`src/rtl/tinyalu_rtl_pkg.sv`:
```
// rtl/tinyalu_rtl_pkg.sv - TinyALU opcode enum, command struct and opcode helper
package tinyalu_rtl_pkg;

  localparam int ALU_OP_W      = 3;
  localparam int ALU_DEF_WIDTH = 8;

  typedef enum logic [ALU_OP_W-1:0] {
    ALU_NOP = 3'd0,
    ALU_ADD = 3'd1,
    ALU_AND = 3'd2,
    ALU_XOR = 3'd3,
    ALU_MUL = 3'd4
  } alu_op_e;

  typedef struct packed {
    logic [ALU_DEF_WIDTH-1:0] a;
    logic [ALU_DEF_WIDTH-1:0] b;
    logic [ALU_OP_W-1:0]      op;
  } alu_cmd_t;

  // NO_OP and the undefined codes 5-7 never reach the core
  function automatic logic is_issuable_op(input logic [ALU_OP_W-1:0] op);
    return (op == ALU_ADD) || (op == ALU_AND) || (op == ALU_XOR) || (op == ALU_MUL);
  endfunction

endpackage

```
`src/rtl/alu_cmd_fifo.sv`:
```
// rtl/alu_cmd_fifo.sv - synchronous command FIFO with full/empty/count, no write-through
module alu_cmd_fifo
  import tinyalu_rtl_pkg::*;
#(
  parameter type T     = alu_cmd_t,
  parameter int  DEPTH = 4
) (
  input  logic                       clk,
  input  logic                       reset,
  input  logic                       wr_valid,
  input  T                           wr_data,
  input  logic                       rd_en,
  output T                           rd_data,
  output logic                       full,
  output logic                       empty,
  output logic [$clog2(DEPTH+1)-1:0] count
);

  localparam int PTR_W = $clog2(DEPTH);
  localparam int CNT_W = $clog2(DEPTH+1);

  T                 r_mem [DEPTH];
  logic [PTR_W-1:0] r_wr_ptr;
  logic [PTR_W-1:0] r_rd_ptr;
  logic [CNT_W-1:0] r_count;
  logic             w_push;
  logic             w_pop;

  // Full blocks a push even when a pop happens on the same edge
  assign w_push  = wr_valid && !full;
  assign w_pop   = rd_en && !empty;
  assign full    = (r_count == CNT_W'(DEPTH));
  assign empty   = (r_count == '0);
  assign count   = r_count;
  assign rd_data = r_mem[r_rd_ptr];

  always_ff @(posedge clk) begin
    if (w_push) begin
      r_mem[r_wr_ptr] <= wr_data;
    end
  end

  always_ff @(posedge clk) begin
    if (reset) begin
      r_wr_ptr <= '0;
      r_rd_ptr <= '0;
      r_count  <= '0;
    end else begin
      if (w_push) begin
        r_wr_ptr <= r_wr_ptr + 1'b1;
      end
      if (w_pop) begin
        r_rd_ptr <= r_rd_ptr + 1'b1;
      end
      case ({w_push, w_pop})
        2'b10:   r_count <= r_count + 1'b1;
        2'b01:   r_count <= r_count - 1'b1;
        default: r_count <= r_count;
      endcase
    end
  end

endmodule

```
`src/rtl/tinyalu_cmd_sequencer.sv`:
```
// rtl/tinyalu_cmd_sequencer.sv - queues ALU commands, drives a start/done core, holds results
// Optional BUSY watchdog enabled by defining TINYALU_WATCHDOG_EN.
module tinyalu_cmd_sequencer #(
  parameter int WIDTH   = 8,
  parameter int DEPTH   = 4,
  parameter int TIMEOUT = 64
) (
  input  logic                       clk,
  input  logic                       reset,
  input  logic                       cmd_valid,
  output logic                       cmd_ready,
  input  logic [WIDTH-1:0]           cmd_a,
  input  logic [WIDTH-1:0]           cmd_b,
  input  logic [2:0]                 cmd_op,
  output logic                       res_valid,
  input  logic                       res_ready,
  output logic [2*WIDTH-1:0]         res_data,
  output logic [2:0]                 res_op,
  output logic                       res_err,
  output logic [WIDTH-1:0]           alu_a,
  output logic [WIDTH-1:0]           alu_b,
  output logic [2:0]                 alu_op,
  output logic                       alu_start,
  input  logic                       alu_done,
  input  logic [2*WIDTH-1:0]         alu_result,
  output logic [$clog2(DEPTH+1)-1:0] fill_level
);

  import tinyalu_rtl_pkg::*;

  typedef struct packed {
    logic [WIDTH-1:0]    a;
    logic [WIDTH-1:0]    b;
    logic [ALU_OP_W-1:0] op;
  } cmd_t;

  typedef enum logic {
    ST_IDLE,
    ST_BUSY
  } state_e;

  state_e             r_state;
  logic [WIDTH-1:0]   r_alu_a;
  logic [WIDTH-1:0]   r_alu_b;
  logic [2:0]         r_alu_op;
  logic               r_alu_start;
  logic               r_res_valid;
  logic [2*WIDTH-1:0] r_res_data;
  logic [2:0]         r_res_op;

  cmd_t w_push_cmd;
  cmd_t w_head;
  logic w_fifo_full;
  logic w_fifo_empty;
  logic w_pop;
  logic w_res_hs;
  logic w_wd_expire;

  assign w_push_cmd = '{a: cmd_a, b: cmd_b, op: cmd_op};
  assign w_pop      = (r_state == ST_IDLE) && !w_fifo_empty && !r_res_valid;
  assign w_res_hs   = r_res_valid && res_ready;
  assign cmd_ready  = !w_fifo_full;

  alu_cmd_fifo #(
    .T     (cmd_t),
    .DEPTH (DEPTH)
  ) u_cmd_fifo (
    .clk      (clk),
    .reset    (reset),
    .wr_valid (cmd_valid),
    .wr_data  (w_push_cmd),
    .rd_en    (w_pop),
    .rd_data  (w_head),
    .full     (w_fifo_full),
    .empty    (w_fifo_empty),
    .count    (fill_level)
  );

`ifdef TINYALU_WATCHDOG_EN
  localparam int WD_W = $clog2(TIMEOUT+1);

  logic [WD_W-1:0] r_wd_cnt;
  logic            r_res_err;

  assign w_wd_expire = (r_state == ST_BUSY) && (r_wd_cnt == WD_W'(TIMEOUT-1));
  assign res_err     = r_res_err;

  // Counts BUSY cycles; idles at zero so each issue starts a fresh window
  always_ff @(posedge clk) begin
    if (reset || r_state != ST_BUSY || alu_done || w_wd_expire) begin
      r_wd_cnt <= '0;
    end else begin
      r_wd_cnt <= r_wd_cnt + 1'b1;
    end
  end

  always_ff @(posedge clk) begin
    if (reset) begin
      r_res_err <= 1'b0;
    end else if (w_wd_expire && !alu_done) begin
      r_res_err <= 1'b1;
    end else if (w_res_hs) begin
      r_res_err <= 1'b0;
    end
  end
`else
  logic [31:0] w_unused_timeout;

  assign w_unused_timeout = TIMEOUT;
  assign w_wd_expire      = 1'b0;
  assign res_err          = 1'b0;
`endif

  always_ff @(posedge clk) begin
    if (reset) begin
      r_state     <= ST_IDLE;
      r_alu_a     <= '0;
      r_alu_b     <= '0;
      r_alu_op    <= '0;
      r_alu_start <= 1'b0;
      r_res_valid <= 1'b0;
      r_res_data  <= '0;
      r_res_op    <= '0;
    end else begin
      if (w_res_hs) begin
        r_res_valid <= 1'b0;
      end
      case (r_state)
        ST_IDLE: begin
          // Illegal/no-op entries are popped and dropped without touching the core
          if (w_pop && is_issuable_op(w_head.op)) begin
            r_alu_a     <= w_head.a;
            r_alu_b     <= w_head.b;
            r_alu_op    <= w_head.op;
            r_alu_start <= 1'b1;
            r_state     <= ST_BUSY;
          end
        end
        ST_BUSY: begin
          if (alu_done) begin
            r_res_data  <= alu_result;
            r_res_op    <= r_alu_op;
            r_res_valid <= 1'b1;
            r_alu_start <= 1'b0;
            r_state     <= ST_IDLE;
          end else if (w_wd_expire) begin
            r_res_data  <= '0;
            r_res_op    <= r_alu_op;
            r_res_valid <= 1'b1;
            r_alu_start <= 1'b0;
            r_state     <= ST_IDLE;
          end
        end
        default: r_state <= ST_IDLE;
      endcase
    end
  end

  assign alu_a     = r_alu_a;
  assign alu_b     = r_alu_b;
  assign alu_op    = r_alu_op;
  assign alu_start = r_alu_start;
  assign res_valid = r_res_valid;
  assign res_data  = r_res_data;
  assign res_op    = r_res_op;

endmodule

```
`config.mk`:
```
export PLATFORM = sky130hd
export DESIGN_NAME = tinyalu_cmd_sequencer
export DESIGN_NICKNAME = d
export VERILOG_FILES = /design/src/rtl/tinyalu_rtl_pkg.sv /design/src/rtl/alu_cmd_fifo.sv /design/src/rtl/tinyalu_cmd_sequencer.sv
export SDC_FILE = /design/constraint.sdc
export NUM_CORES = 1
export LEC_CHECK = 0
export ABC_AREA = 1
export CORE_MARGIN = 5
export CORE_UTILIZATION = 36
export CTS_CLUSTER_SIZE = 10
export DETAILED_ROUTE_END_ITERATION = 10
export PLACE_DENSITY = 0.56
export SETUP_SLACK_MARGIN = 0.3
export SLEW_MARGIN = 20
export SYNTH_ARGS = -nofsm -noshare
export SYNTH_HDL_FRONTEND = slang
export SYNTH_SLANG_ARGS = --single-unit
```
`constraint.sdc`:
```
create_clock -name clk -period 2 [get_ports clk]
set_input_delay 0.3 -clock clk [delete_from_list [all_inputs] [get_ports clk]]
set_output_delay 0.3 -clock clk [all_outputs]
set_load 0.02 [all_outputs]
```
# Yosys cells after proc, flatten, opt, wreduce, memory -nomap -nowiden
# Memories as Yosys holds them, arrays and structs flattened. A register that Yosys moved wholly into a read port is not among the register bits.
# Cells that the tools add are included.
[op_classes]
eq_ne = 9
bitwise_logic = 1
n_reduce_logical = 17
add_sub_neg = 4
n_mux = 14
[op_table]
columns = ["cell", "n"]
rows = [
  ["1-bit two-way mux", 9],
  ["3-bit by 2-bit == test with 1-bit output, second input constant", 2],
  ["3-bit == test, second input constant", 2],
  ["1-bit logical AND", 6],
  ["3-bit case mux with 2 select lines", 1],
  ["2-bit AND reduction", 3],
  ["2-bit by 1-bit adder with 2-bit output, second input constant", 2],
  ["2-bit two-way mux", 2],
  ["1-bit case mux with 2 select lines", 2],
  ["3-bit by 1-bit adder with 3-bit output, second input constant", 1],
  ["3-bit by 1-bit == test with 1-bit output, second input constant", 1],
  ["1-bit logical NOT", 3],
  ["3-bit logical NOT", 1],
  ["1-bit logical OR", 3],
  ["3-bit by 1-bit subtractor with 3-bit output, second input constant", 1],
  ["2-bit by 1-bit == test with 1-bit output, second input constant", 1],
  ["2-bit == test, second input constant", 1],
  ["2-bit by 1-bit != test with 1-bit output, second input constant", 1],
  ["2-bit != test, second input constant", 1],
  ["2-bit nonzero test", 1],
  ["1-bit inverter", 1],
]
[word_totals]
output_inout_bits = 45
wordCells = 57
n_memories = 1
ff_bits = 48
input_bits = 40
mem_bits_rw = 76
[memory_table]
columns = ["name", "words", "width", "rd", "rd_ports_with_merged_regs", "wr", "line", "source"]
rows = [
  ["u_cmd_fifo.r_mem", 4, 19, 1, 1, 1, "alu_cmd_fifo.sv:22", "T r_mem [DEPTH];"],
]

# Depth between registers and ports, before layout
# Gate-level depths: netlist of run 1.
[logic_depth]
depth_word = 7
mapped_depth = 12
mapped_depth_nobuf = 10

# Modules after synthesis
# From an unflattened synthesis of run 1, not the netlist that was laid out.
[unflattened]
hier_cells = 466
hier_area_um2 = 5069.9
[modules_own_cells]
columns = ["mod", "seq_area_each_um2", "cells_per_inst", "area_per_inst_um2", "instances"]
rows = [
  ["alu_cmd_fifo", 2462.4, 254, 3374.5, 1],
  ["tinyalu_cmd_sequencer", 820.8, 212, 1695.4, 1],
]

# Worst setup path before layout of run 1
# Ideal clock, no wire load.
[synth_path]
kind = "reg2reg"
start = "register u_cmd_fifo.r_count[1] (netlist: u_cmd_fifo.count[1])"
end = "memory u_cmd_fifo.r_mem[0][0] (netlist name) (enable)"
synth_period_minus_slack_ps = 2258
path_buffers = 0
required_time_ps = 1605
setup_ps = 395
stages_incl_launch_ff = 5
arrival_time_ps = 1863
path_slack_ps = -258
path_cell_list = "dfxtp_1 inv_1 nand3_1 nand2_1 nor2_1"
[synth_via]
elab_chain_len = 5
[synth_lines]
columns = ["item", "line", "source"]
rows = [
  ["from (decl)", "alu_cmd_fifo.sv:25", "logic [CNT_W-1:0] r_count;"],
  ["from (signal assigned)", "alu_cmd_fifo.sv:56", "2'b10: r_count <= r_count + 1'b1;"],
  ["from (signal assigned)", "alu_cmd_fifo.sv:57", "2'b01: r_count <= r_count - 1'b1;"],
  ["from (signal assigned)", "alu_cmd_fifo.sv:58", "default: r_count <= r_count;"],
  ["3-bit == test", "alu_cmd_fifo.sv:32", "assign full = (r_count == CNT_W'(DEPTH));"],
  ["1-bit logical NOT", "n/a", ""],
  ["via cmd_ready", "tinyalu_cmd_sequencer.sv:11", "output logic cmd_ready,"],
  ["1-bit logical AND", "alu_cmd_fifo.sv:30", "assign w_push = wr_valid && !full;"],
  ["1-bit two-way mux", "alu_cmd_fifo.sv:38", "if (w_push) begin"],
  ["1-bit two-way mux (not written as such)", "alu_cmd_fifo.sv:39", "r_mem[r_wr_ptr] <= wr_data;"],
  ["to (decl)", "alu_cmd_fifo.sv:22", ""],
]
# The timed path passes the listed nets, and every way through them passes these cells.

# Worst setup path after layout of run 1
[layout_path]
start = "register u_cmd_fifo.r_count[2] (netlist: u_cmd_fifo.count[2])"
end = "register u_cmd_fifo.r_count[2] (netlist: u_cmd_fifo.count[2])"
[layout_via]
elab_chain_len = 7
elab_cells_between_ends = 14
cone_classes = "add/sub: 2; eq/ne: 3; mux: 1; reduce/logical: 8"
[layout_lines]
columns = ["item", "line", "source"]
rows = [
  ["3-bit logical NOT (*)", "alu_cmd_fifo.sv:33", "assign empty = (r_count == '0);"],
  ["1-bit logical NOT (*)", "alu_cmd_fifo.sv:31, tinyalu_cmd_sequencer.sv:60", ""],
  ["1-bit logical AND (2 in series)", "tinyalu_cmd_sequencer.sv:60", "assign w_pop = (r_state == ST_IDLE) && !w_fifo_empty && !r_res_valid;"],
  ["1-bit logical AND (*)", "alu_cmd_fifo.sv:31", "assign w_pop = rd_en && !empty;"],
  ["via u_cmd_fifo.w_pop", "alu_cmd_fifo.sv:27", "logic w_pop;"],
  ["2-bit by 1-bit == test with 1-bit output / 2-bit == test (equally long branches)", "alu_cmd_fifo.sv:55", "case ({w_push, w_pop})"],
  ["3-bit case mux with 2 select lines / 2-bit nonzero test (equally long branches)", "n/a", ""],
]
# Mark *: on every way through the listed nets, which the timed path passes. The rest lies on a longest branch.
# A chain may end at the register's enable or synchronous reset.

==> results of run 1 <==
==> layer usage <==
metal | share of wire (%) | vias to the layer above
li1 | - | 1737
met1 | 48 | 1514
met2 | 46 | 89
met3 | 5.1 | 9
met4 | 1.2 | 0
met5 | 0 | -
==> how the worst max path moves through the flow <==
stage / end / depth (start not counted)
3_5_place_dp: u_cmd_fifo.count[2]$_SDFFE_PP0P_ / 9
6_report: u_cmd_fifo.count[2]$_SDFFE_PP0P_ / 9
2_1_floorplan: u_cmd_fifo.count[1]$_SDFFE_PP0P_ / 8
5_1_grt: u_cmd_fifo.count[2]$_SDFFE_PP0P_ / 9
3_3_place_gp: u_cmd_fifo.count[2]$_SDFFE_PP0P_ / 9
4_1_cts: alu_a[3] / 1
==> synth_stat cells <==
cell | instances | area (um2)
nor3_1 | 1 | 5.00
buf_1 | 1 | 3.75
fa_1 | 1 | 20.0
ha_1 | 5 | 62.6
buf_6 | 3 | 33.8
buf_4 | 2 | 15.0
dfxtp_1 | 50 | 1000
nand2_1 | 60 | 225
o32ai_1 | 16 | 140
nand3_1 | 9 | 45.0
nor2_1 | 122 | 458
o21ai_0 | 42 | 210
inv_2 | 1 | 3.75
nand3_2 | 1 | 10.0
conb_1 | 1 | 3.75
nor3_2 | 1 | 10.0
a21oi_1 | 16 | 80.1
edfxtp_1 | 76 | 2280
buf_2 | 4 | 20.0
inv_1 | 38 | 143
clkbuf_1 | 14 | 52.6
==> stage by stage <==
| step | area, um2 | util [%] |
|---|---|---|
| finish | 6690 | 50.7 |
| global route | 6690 | 50.7 |
| CTS | 6620 | 50.2 |
| detailed placement | 6000 | 45.5 |
| global placement | 6000 | 45.5 |
| floorplan | 4890 | - |
==> timing repair <==
| action | CTS | global route |
|---|---|---|
| cloned | 0 | 0 |
| setup buffers | 0 | 2 |
| pin swaps | 2 | 0 |
| resized for setup | 5 | 23 |
| hold buffers | 0 | 0 |
| setup endpoints to repair | 7 | 39 |
==> placed cells by master (no fill, tap or decap), types with 5 or more instances in the layout <==
master / netlist / final
o32ai_1: 16 / 16
clkbuf_16: 0 / 17
inv_1: 38 / 35
nand3_1: 9 / 8
dlymetal6s2s_1: 0 / 17
buf_12: 0 / 6
dfxtp_1: 50 / 46
edfxtp_1: 76 / 76
o21ai_0: 42 / 40
a21oi_1: 16 / 15
buf_4: 2 / 10
dlygate4sd2_1: 0 / 5
clkdlybuf4s50_1: 0 / 61
nor2_1: 122 / 118
nand2_1: 60 / 59
==> cell type report <==
class	instances	area (um2)
timing repair buffer	100	1070
clock inverter	15	195
inverter	39	149
clock buffer	17	425
multi-input combinational	275	1330
fill	1156	6500
sequential	126	3300
tap	176	220
==> power breakdown <==
group	internal (uW)	switching, uW
logic	1230	1770
registers	3220	225
clock network	2080	1080
total	6530	3070
==> state kept, by name (all words and copies together) (netlist names), named ones only <==
| name | count |
|---|---|
| res_op | 3 |
| res_data | 16 |
| u_cmd_fifo.r_mem | 76 |
| res_valid | 1 |
| u_cmd_fifo.r_rd_ptr | 2 |
| r_state | 1 |
| alu_op | 3 |
| u_cmd_fifo.count | 3 |
| alu_start | 1 |
| u_cmd_fifo.r_wr_ptr | 2 |
| alu_b | 8 |
| alu_a | 8 |
==> cell families after synthesis <==
kind of cell	count (synthesis)	share of synthesized area, %
fa+ha+maj	6	1.71
compound gates	74	8.92
buf+inv	63	5.63
flops	126	68.0
simple gates	194	15.6
other cells	1	0.0777
==> worst max-delay path: stages, from the launching register on <==
cell,delay (ps)
dfxtp_4,380
nor3_4,50
nor3_4,150
ha_2,200
inv_2,50
fa_2,360
a21oi_2,150
o21ai_2,70
o21ai_1,120
a21oi_1,60
==> impl_metrics.py, run 1 <==
metrics = {
    "power": {
        "powerDensity_nw_per_um2": 1440,
        "report.power.total_uw": 9600,
        "p_leak_uw": 0.00279,
        "peakVddDrop_mv": 0.615,
    },
    "run_status": {
        "status": "finished, final reports clean",
    },
    "placed_design": {
        "io_buffers": 83,
        "place_ws_ps": 116,
        "post-dp-hpwl_um": 6620,
        "gp_congestion": 0.756,
        "dp_cells": 714,
    },
    "worst_setup_path": {
        "r2r_end": "u_cmd_fifo.count[2]$_SDFFE_PP0P_",
        "r2r_slack_ps": 300,
        "r2r-start": "u_cmd_fifo.count[2]$_SDFFE_PP0P_",
        "critPathLaunchType": "register",
        "reg2regPathDepth": 9,
        "crit_arrival_ps": 1990,
        "critPathRequiredTime_ps": 2280,
        "worst-setup-path-type": "reg -> reg",
        "worst_setup_path_end_kind": "register",
        "critPathLaunch": "u_cmd_fifo.count[2]$_SDFFE_PP0P_",
        "cp_max_fo": 4,
    },
    "die": {
        "die_w_um": 126,
        "start_util_pct": 36.6,
        "fp-row-count": 42,
        "core_um2": 13200,
        "dieHeight_um": 126,
        "die_area_um2": 15800,
        "io_pins": 85,
    },
    "clock_tree": {
        "cts-root-buf": "clkbuf_16",
        "clk_pin_slew_ps": 50,
        "clockBufferDepth": 2,
        "numCtsBuffers": 17,
        "cts.sinks": 126,
        "cts_tree": "done",
        "clock_latency_ps": 400,
        "cts_htree_levels": 4,
    },
    "worst_hold_path": {
        "hold_start": "u_cmd_fifo.r_rd_ptr[1]$_SDFFE_PP0P_",
        "hold_path_class": "reg -> reg",
        "holdPathStages": 2,
    },
    "detailed_routing": {
        "via_per_inst": 4.48,
        "vias": 3349,
        "drt_pass1_iterations": 4,
        "ant_nets": 0,
        "drtIter0Drc": 239,
        "drc": 0,
        "wire_per_inst_um": 13.6,
        "wl_um": 10200,
    },
    "sta": {
        "fin_ws_ps": 295,
        "period_minus_slack_ps": 1700,
        "max_freq_mhz": 587,
        "finalSetupTns_ps": 0,
        "rsz0062_at_grt": "true",
        "setup_viol": 0,
        "final_max_slew_viol_count": 0,
        "hold_viol_final": 0,
        "period_share_pct": 85.2,
        "finClkSkew_ps": 10.9,
        "whs_ps": 464,
    },
    "synthesis": {
        "ys_warn_count": 0,
        "syn_inst": 464,
        "ys_ff_latch": 126,
        "synth_cell_type_count": 21,
        "seq_area_frac_synth_pct": 68.0,
        "synth_nets": 510,
        "syn_avg_cell_area_um2": 10.4,
        "synth_area_um2": 4820,
    },
    "global_routing": {
        "grt_use_met1_pct": 17.3,
        "overflow": 0,
        "globalRouteMet3Util_pct": 4.61,
        "grt_pass1_wl_um": 16400,
        "grt_max_degree": 37,
        "antenna_found_initial": 0,
        "grt_pass1_vias": 3203,
        "met2_usage_pct": 19.9,
        "grt_usage_pct": 13.2,
        "gr-max-usage-layer": "met2",
    },
    "finish": {
        "layout-drive-gt1-share_pct": 11.9,
        "areaGrowthSynthToFinish_pct": 38.7,
        "antenna_cells": 0,
        "nets": 605,
        "layoutNonFillerInstCount": 748,
    },
    "flow_run": {
        "max_cap_violations": 0,
    },
}
Power figures use the tool's default switching activity.
==> inputs of run 2 (changes only) <==
CORE_UTILIZATION = 53   (was 36)
PLACE_DENSITY = 0.78   (was 0.56)
SYNTH_HIERARCHICAL = 1   (was not set)
==> impl_metrics.py, run 2 <==
metrics = {
    "run_status": {
        "status": "finished, final reports clean",
    },
    "synthesis": {
        "syn_avg_cell_area_um2": 10.9,
        "synth_edf_count": 76,
        "syn_inst": 466,
        "ys.flop_type": "edfxtp_1",
        "synth_cell_type_count": 31,
        "ys_top_cells_by_count": "92 x nor2_1, 76 x edfxtp_1, 57 x o21ai_0",
        "ys_warn_count": 6,
        "synth_most_common_cell": "nor2_1",
        "synth_area_um2": 5070,
        "ys_ff_latch": 126,
        "seq_area_frac_synth_pct": 64.8,
        "synth.largest_area_cell": "edfxtp_1",
        "synth_nets": 512,
        "synth.top_cell.area_share_pct": 45.0,
        "ys_async_sr_fraction_pct": 0,
        "synth_area_leaders": "edfxtp_1 45%, dfxtp_1 20%, nor2_1 6.8%, o21ai_0 5.6%, nand2_1 2.7%",
    },
    "detailed_routing": {
        "via_per_inst": 5.43,
        "drc": 0,
        "drt_pass1_iterations": 5,
        "vias": 3917,
        "ant_nets": 0,
        "drtIter0Drc": 263,
        "wl_um": 12800,
        "wire_per_inst_um": 17.7,
    },
    "global_routing": {
        "grt_pass1_vias": 3731,
        "overflow": 0,
        "grt_pass1_wl_um": 18300,
        "grt_usage_pct": 20.6,
        "antenna_found_initial": 0,
        "grt_max_degree": 36,
    },
    "sta": {
        "max_freq_mhz": 561,
        "hold_viol_final": 0,
        "whs_ps": 410,
        "rsz0062_at_grt": "true",
        "finClkSkew_ps": 9.15,
        "period_minus_slack_ps": 1780,
        "finalSetupTns_ps": 0,
        "period_share_pct": 89.2,
        "setup_viol": 0,
        "final_max_slew_viol_count": 0,
    },
    "clock_tree": {
        "clock_latency_ps": 520,
        "cts-root-buf": "clkbuf_8",
        "cts.sinks": 126,
        "numCtsBuffers": 17,
        "hold_buffers": 0,
        "clockBufferDepth": 2,
        "cts_tree": "done",
        "clk_pin_slew_ps": 60,
        "cts_htree_levels": 4,
    },
    "placed_design": {
        "post-dp-hpwl_um": 7280,
        "io_buffers": 83,
        "gp_congestion": 0.792,
    },
    "worst_setup_path": {
        "crit_slowest_cell": "dfxtp_4",
        "crit_arrival_ps": 2200,
        "cpPeakStageDelay_ps": 370,
        "worst_setup_path_end_kind": "register",
        "critPathRequiredTime_ps": 2410,
        "r2r_slack_ps": 220,
        "reg2regPathDepth": 13,
        "cp_cell_sequence": "nor2_4 > nand2_4 > inv_4 > nor2_8 > nand2_4 > inv_4 > ha_4 > inv_2 > fa_2 > nand2_2 > nand3_2 > nor2_1 > nor2_1",
        "critPathLaunchType": "register",
        "worst-setup-path-type": "reg -> reg",
        "cp_max_fo": 4,
    },
    "power": {
        "powerDensity_nw_per_um2": 1510,
        "peakVddDrop_mv": 0.727,
        "p_leak_uw": 0.00280,
    },
    "finish": {
        "most-common-layout-cells": "89 x nor2_1, 76 x edfxtp_1, 51 x o21ai_0",
        "final_util_pct": 75.2,
        "antenna_cells": 0,
        "layout-drive-gt1-share_pct": 21.6,
        "areaGrowthSynthToFinish_pct": 37.6,
        "largest_register_ffs": 76,
        "top_register": "u_cmd_fifo/r_mem",
        "final_common_cell": "nor2_1",
        "nets": 626,
    },
    "die": {
        "die_area_um2": 11600,
        "core_um2": 9280,
        "dieHeight_um": 108,
        "die_w_um": 108,
        "start_util_pct": 54.6,
        "io_pins": 85,
        "fp-row-count": 35,
    },
    "worst_hold_path": {
        "holdPathStages": 1,
        "hold_path_class": "in -> reg",
    },
    "flow_run": {
        "max_cap_violations": 0,
    },
}
-- run 2: cell types whose count changed after synthesis, moves of 12 or more --
cell and delta:
nor2_2 +14, nand3b_1 +15, o21ai_0 +15, clkbuf_1 -12, o32ai_1 -16, o22ai_1 +19, nand2_1 -23, nor2_1 -30
-- run 2: report_power, final --
group | switching, uW | internal [uW]
Combinational | 2360 | 1430
Clock | 1170 | 2170
Sequential | 208 | 3200
-- run 2: routing by layer --
metal	part of all wire [%]	wire length [um]	GRT usage, %	vias up
met5	0	0	0	-
met1	40	5110	24.1	1890
met2	51	6580	36.5	182
met4	2.0	255	7.66	0
li1	-	-	-	1820
met3	6.6	841	5.22	25
-- run 2: logic make-up (layout without fill, tap and decap cells) --
logic type	Yosys count	in the layout	share of synthesized area, %
buffers and inverters	54	178	6.59
DFF	126	126	64.8
AOI/OAI and AO/OA	106	106	11.1
and+or+nand+nor	173	176	15.9
adders and majority gates	6	6	1.63
other	1	1	0.0740
-- run 2: what timing repair did --
action | CTS | global route
gates resized for setup | 54 | 39
setup buffers | 0 | 16
cloned | 1 | 2
pin swaps | 4 | 13
endpoints found under the setup margin | 65 | 24
-- run 2: cell type report --
class	instances	area (um2)
clock buffer	17	414
fill	605	2310
timing repair buffer	117	1110
sequential	126	3300
clock inverter	15	234
multi-input combinational	289	1640
inverter	29	116
tap	129	161
-- run 2: path summary, 6_finish.rpt --
path	start	endpoint
setup / recovery	u_cmd_fifo/count[1]$_SDFFE_PP0P_	u_cmd_fifo/count[2]$_SDFFE_PP0P_
hold / removal	cmd_b[7]	u_cmd_fifo/r_mem[1][10]$_DFFE_PP_
setup reg to reg	u_cmd_fifo/count[1]$_SDFFE_PP0P_	u_cmd_fifo/count[2]$_SDFFE_PP0P_
hold reg to reg	alu_start$_SDFFE_PP0P_	alu_start$_SDFFE_PP0P_
-- run 2: worst max-delay path: cells and delay by family, from the launching register on --
family,cells,cell delay (ps)
buf+inv,3,170
simple gates,8,660
fa+ha+maj,2,480
flops,1,370
-- run 2: metrics by stage --
stage          std cells  setup WS, ps  total power (uW)  area, um2
2_1_floorplan        466           132              5700       5110
3_3_place_gp         671           145              6460       6060
3_5_place_dp         671          84.7              6580       6060
4_1_cts              704           186              9910       6710
5_1_grt              722           138             11000       6980
6_report             722           216             10500       6980
==> inputs of run 3 (changes only) <==
TNS_END_PERCENT = 20   (was not set)
==> impl_metrics.py, run 3 (synthesized netlist as in run 2, its figures left out) <==
metrics = {
    "sta": {
        "setup_viol": 0,
        "fin_ws_ps": 181,
        "rsz0062_at_grt": "true",
        "finClkSkew_ps": 10.7,
        "finalSetupTns_ps": 0,
        "hold_viol_final": 0,
        "period_share_pct": 91.0,
        "max_freq_mhz": 550,
        "whs_ps": 405,
        "final_max_slew_viol_count": 0,
        "period_minus_slack_ps": 1820,
    },
    "clock_tree": {
        "clock_latency_ps": 520,
        "cts-root-buf": "clkbuf_8",
        "cts_htree_levels": 4,
        "clk_pin_slew_ps": 60,
        "hold_buffers": 0,
        "cts_tree": "done",
        "cts.sinks": 126,
        "numCtsBuffers": 17,
        "clockBufferDepth": 2,
    },
    "global_routing": {
        "grt_max_degree": 36,
        "grt_pass1_vias": 3743,
        "met2_usage_pct": 36.5,
        "grt_use_met1_pct": 24.2,
        "grt_usage_pct": 20.7,
        "overflow": 0,
        "gr-max-usage-layer": "met2",
        "globalRouteMet3Util_pct": 5.22,
        "grt_pass1_wl_um": 18400,
        "antenna_found_initial": 0,
    },
    "finish": {
        "fin_area_um2": 6950,
        "nets": 617,
        "layout-drive-gt1-share_pct": 19.3,
        "most-common-layout-cells": "91 x nor2_1, 80 x clkdlybuf4s50_1, 76 x edfxtp_1",
        "final_util_pct": 74.9,
        "antenna_cells": 0,
        "top_register": "u_cmd_fifo/r_mem",
        "final.fill_count": 583,
        "final_common_cell": "nor2_1",
        "largest_register_ffs": 76,
        "areaGrowthSynthToFinish_pct": 37.1,
    },
    "die": {
        "core_um2": 9280,
        "io_pins": 85,
        "start_util_pct": 54.6,
        "die_area_um2": 11600,
        "fp-row-count": 35,
        "die_w_um": 108,
        "dieHeight_um": 108,
    },
    "detailed_routing": {
        "drt_pass1_iterations": 5,
        "wl_um": 12800,
        "vias": 3897,
        "wire_per_inst_um": 17.9,
        "drc": 0,
        "ant_nets": 0,
        "drtIter0Drc": 260,
        "via_per_inst": 5.47,
    },
    "flow_run": {
        "max_cap_violations": 0,
    },
    "worst_setup_path": {
        "r2r_end": "u_cmd_fifo/count[2]$_SDFFE_PP0P_",
        "worst-setup-path-type": "reg -> reg",
        "critPathRequiredTime_ps": 2410,
        "worst_setup_path_end_kind": "register",
        "reg2regPathDepth": 13,
        "r2r_slack_ps": 180,
        "cp_max_fo": 4,
        "crit_arrival_ps": 2230,
        "r2r-start": "u_cmd_fifo/count[2]$_SDFFE_PP0P_",
        "critPathLaunchType": "register",
    },
    "placed_design": {
        "place_ws_ps": 84.7,
        "io_buffers": 83,
        "dpl-instance-area_um2": 6060,
        "gp_congestion": 0.792,
        "post-dp-hpwl_um": 7280,
    },
    "run_status": {
        "status": "finished, final reports clean",
    },
    "power": {
        "powerDensity_nw_per_um2": 1520,
        "p_leak_uw": 0.00260,
        "peakVddDrop_mv": 0.786,
    },
    "worst_hold_path": {
        "hold_path_class": "in -> reg",
        "hold_start": "cmd_b[7]",
        "holdPathStages": 1,
        "whs_endpoint": "u_cmd_fifo/r_mem[1][10]$_DFFE_PP_",
    },
}
==> run 3: cell types whose count changed in the layout (fill, tap and decap cells not counted), sizes merged <==
cell and change:
dlymetal6s2s +1, buf -9, dlygate4sd2 -42, clkdlybuf4s50 +41
==> run 3: worst max-delay path by stage <==
stage	startpoint	endpoint	slack, ps
4_1_cts	u_cmd_fifo/count[0]$_SDFFE_PP0P_	cmd_ready	180
2_1_floorplan	u_cmd_fifo/count[0]$_SDFFE_PP0P_	u_cmd_fifo/count[2]$_SDFFE_PP0P_	130
6_report	u_cmd_fifo/count[2]$_SDFFE_PP0P_	u_cmd_fifo/count[2]$_SDFFE_PP0P_	180
3_3_place_gp	cmd_valid	u_cmd_fifo/count[2]$_SDFFE_PP0P_	150
5_1_grt	u_cmd_fifo/count[2]$_SDFFE_PP0P_	u_cmd_fifo/count[2]$_SDFFE_PP0P_	110
3_5_place_dp	cmd_valid	u_cmd_fifo/count[2]$_SDFFE_PP0P_	80
==> run 3: stage by stage <==
stage	total power [uW]	cells
2_1_floorplan	5700	466
3_3_place_gp	6460	671
3_5_place_dp	6580	671
4_1_cts	10100	704
5_1_grt	11100	713
6_report	10600	713
==> run 3: layout make-up <==
type	count	area (um2)	share of cell area [%]
sequential	126	3300	47.5
multi-input combinational	289	1630	23.4
timing repair buffer	108	1100	15.8
clock buffer	17	414	5.96
clock inverter	15	234	3.37
tap	129	161	2.32
inverter	29	116	1.67
==> run 3: worst max-delay path, stage by stage (launching register included) <==
cell	delay [ps]
dfxtp_4	360
inv_2	50
nand2_4	110
inv_4	60
nor2_8	90
nand2_4	70
inv_4	60
ha_4	130
inv_2	50
fa_2	340
nand2_2	80
nand3_2	70
nor2_1	160
nor2_1	80
==> run 3: what timing repair did <==
| action | 4_1_cts | 5_1_grt |
|---|---|---|
| gates resized for setup | 12 | 33 |
| cloned | 1 | 2 |
| pin swaps | 3 | 13 |
| endpoints found under the setup margin | 65 | 66 |
| buffers inserted | 0 | 7 |
==> run 3: where the power goes <==
part	switching [uW]	internal (uW)
logic	2330	1500
clock network	1170	2170
registers	214	3200
total	3720	6870
==> run 3: routing by layer <==
| layer | share of wire, % | vias up |
|---|---|---|
| li1 | - | 1809 |
| met1 | 39 | 1863 |
| met2 | 51 | 185 |
| met3 | 7.4 | 40 |
| met4 | 3.0 | 0 |
| met5 | 0 | - |
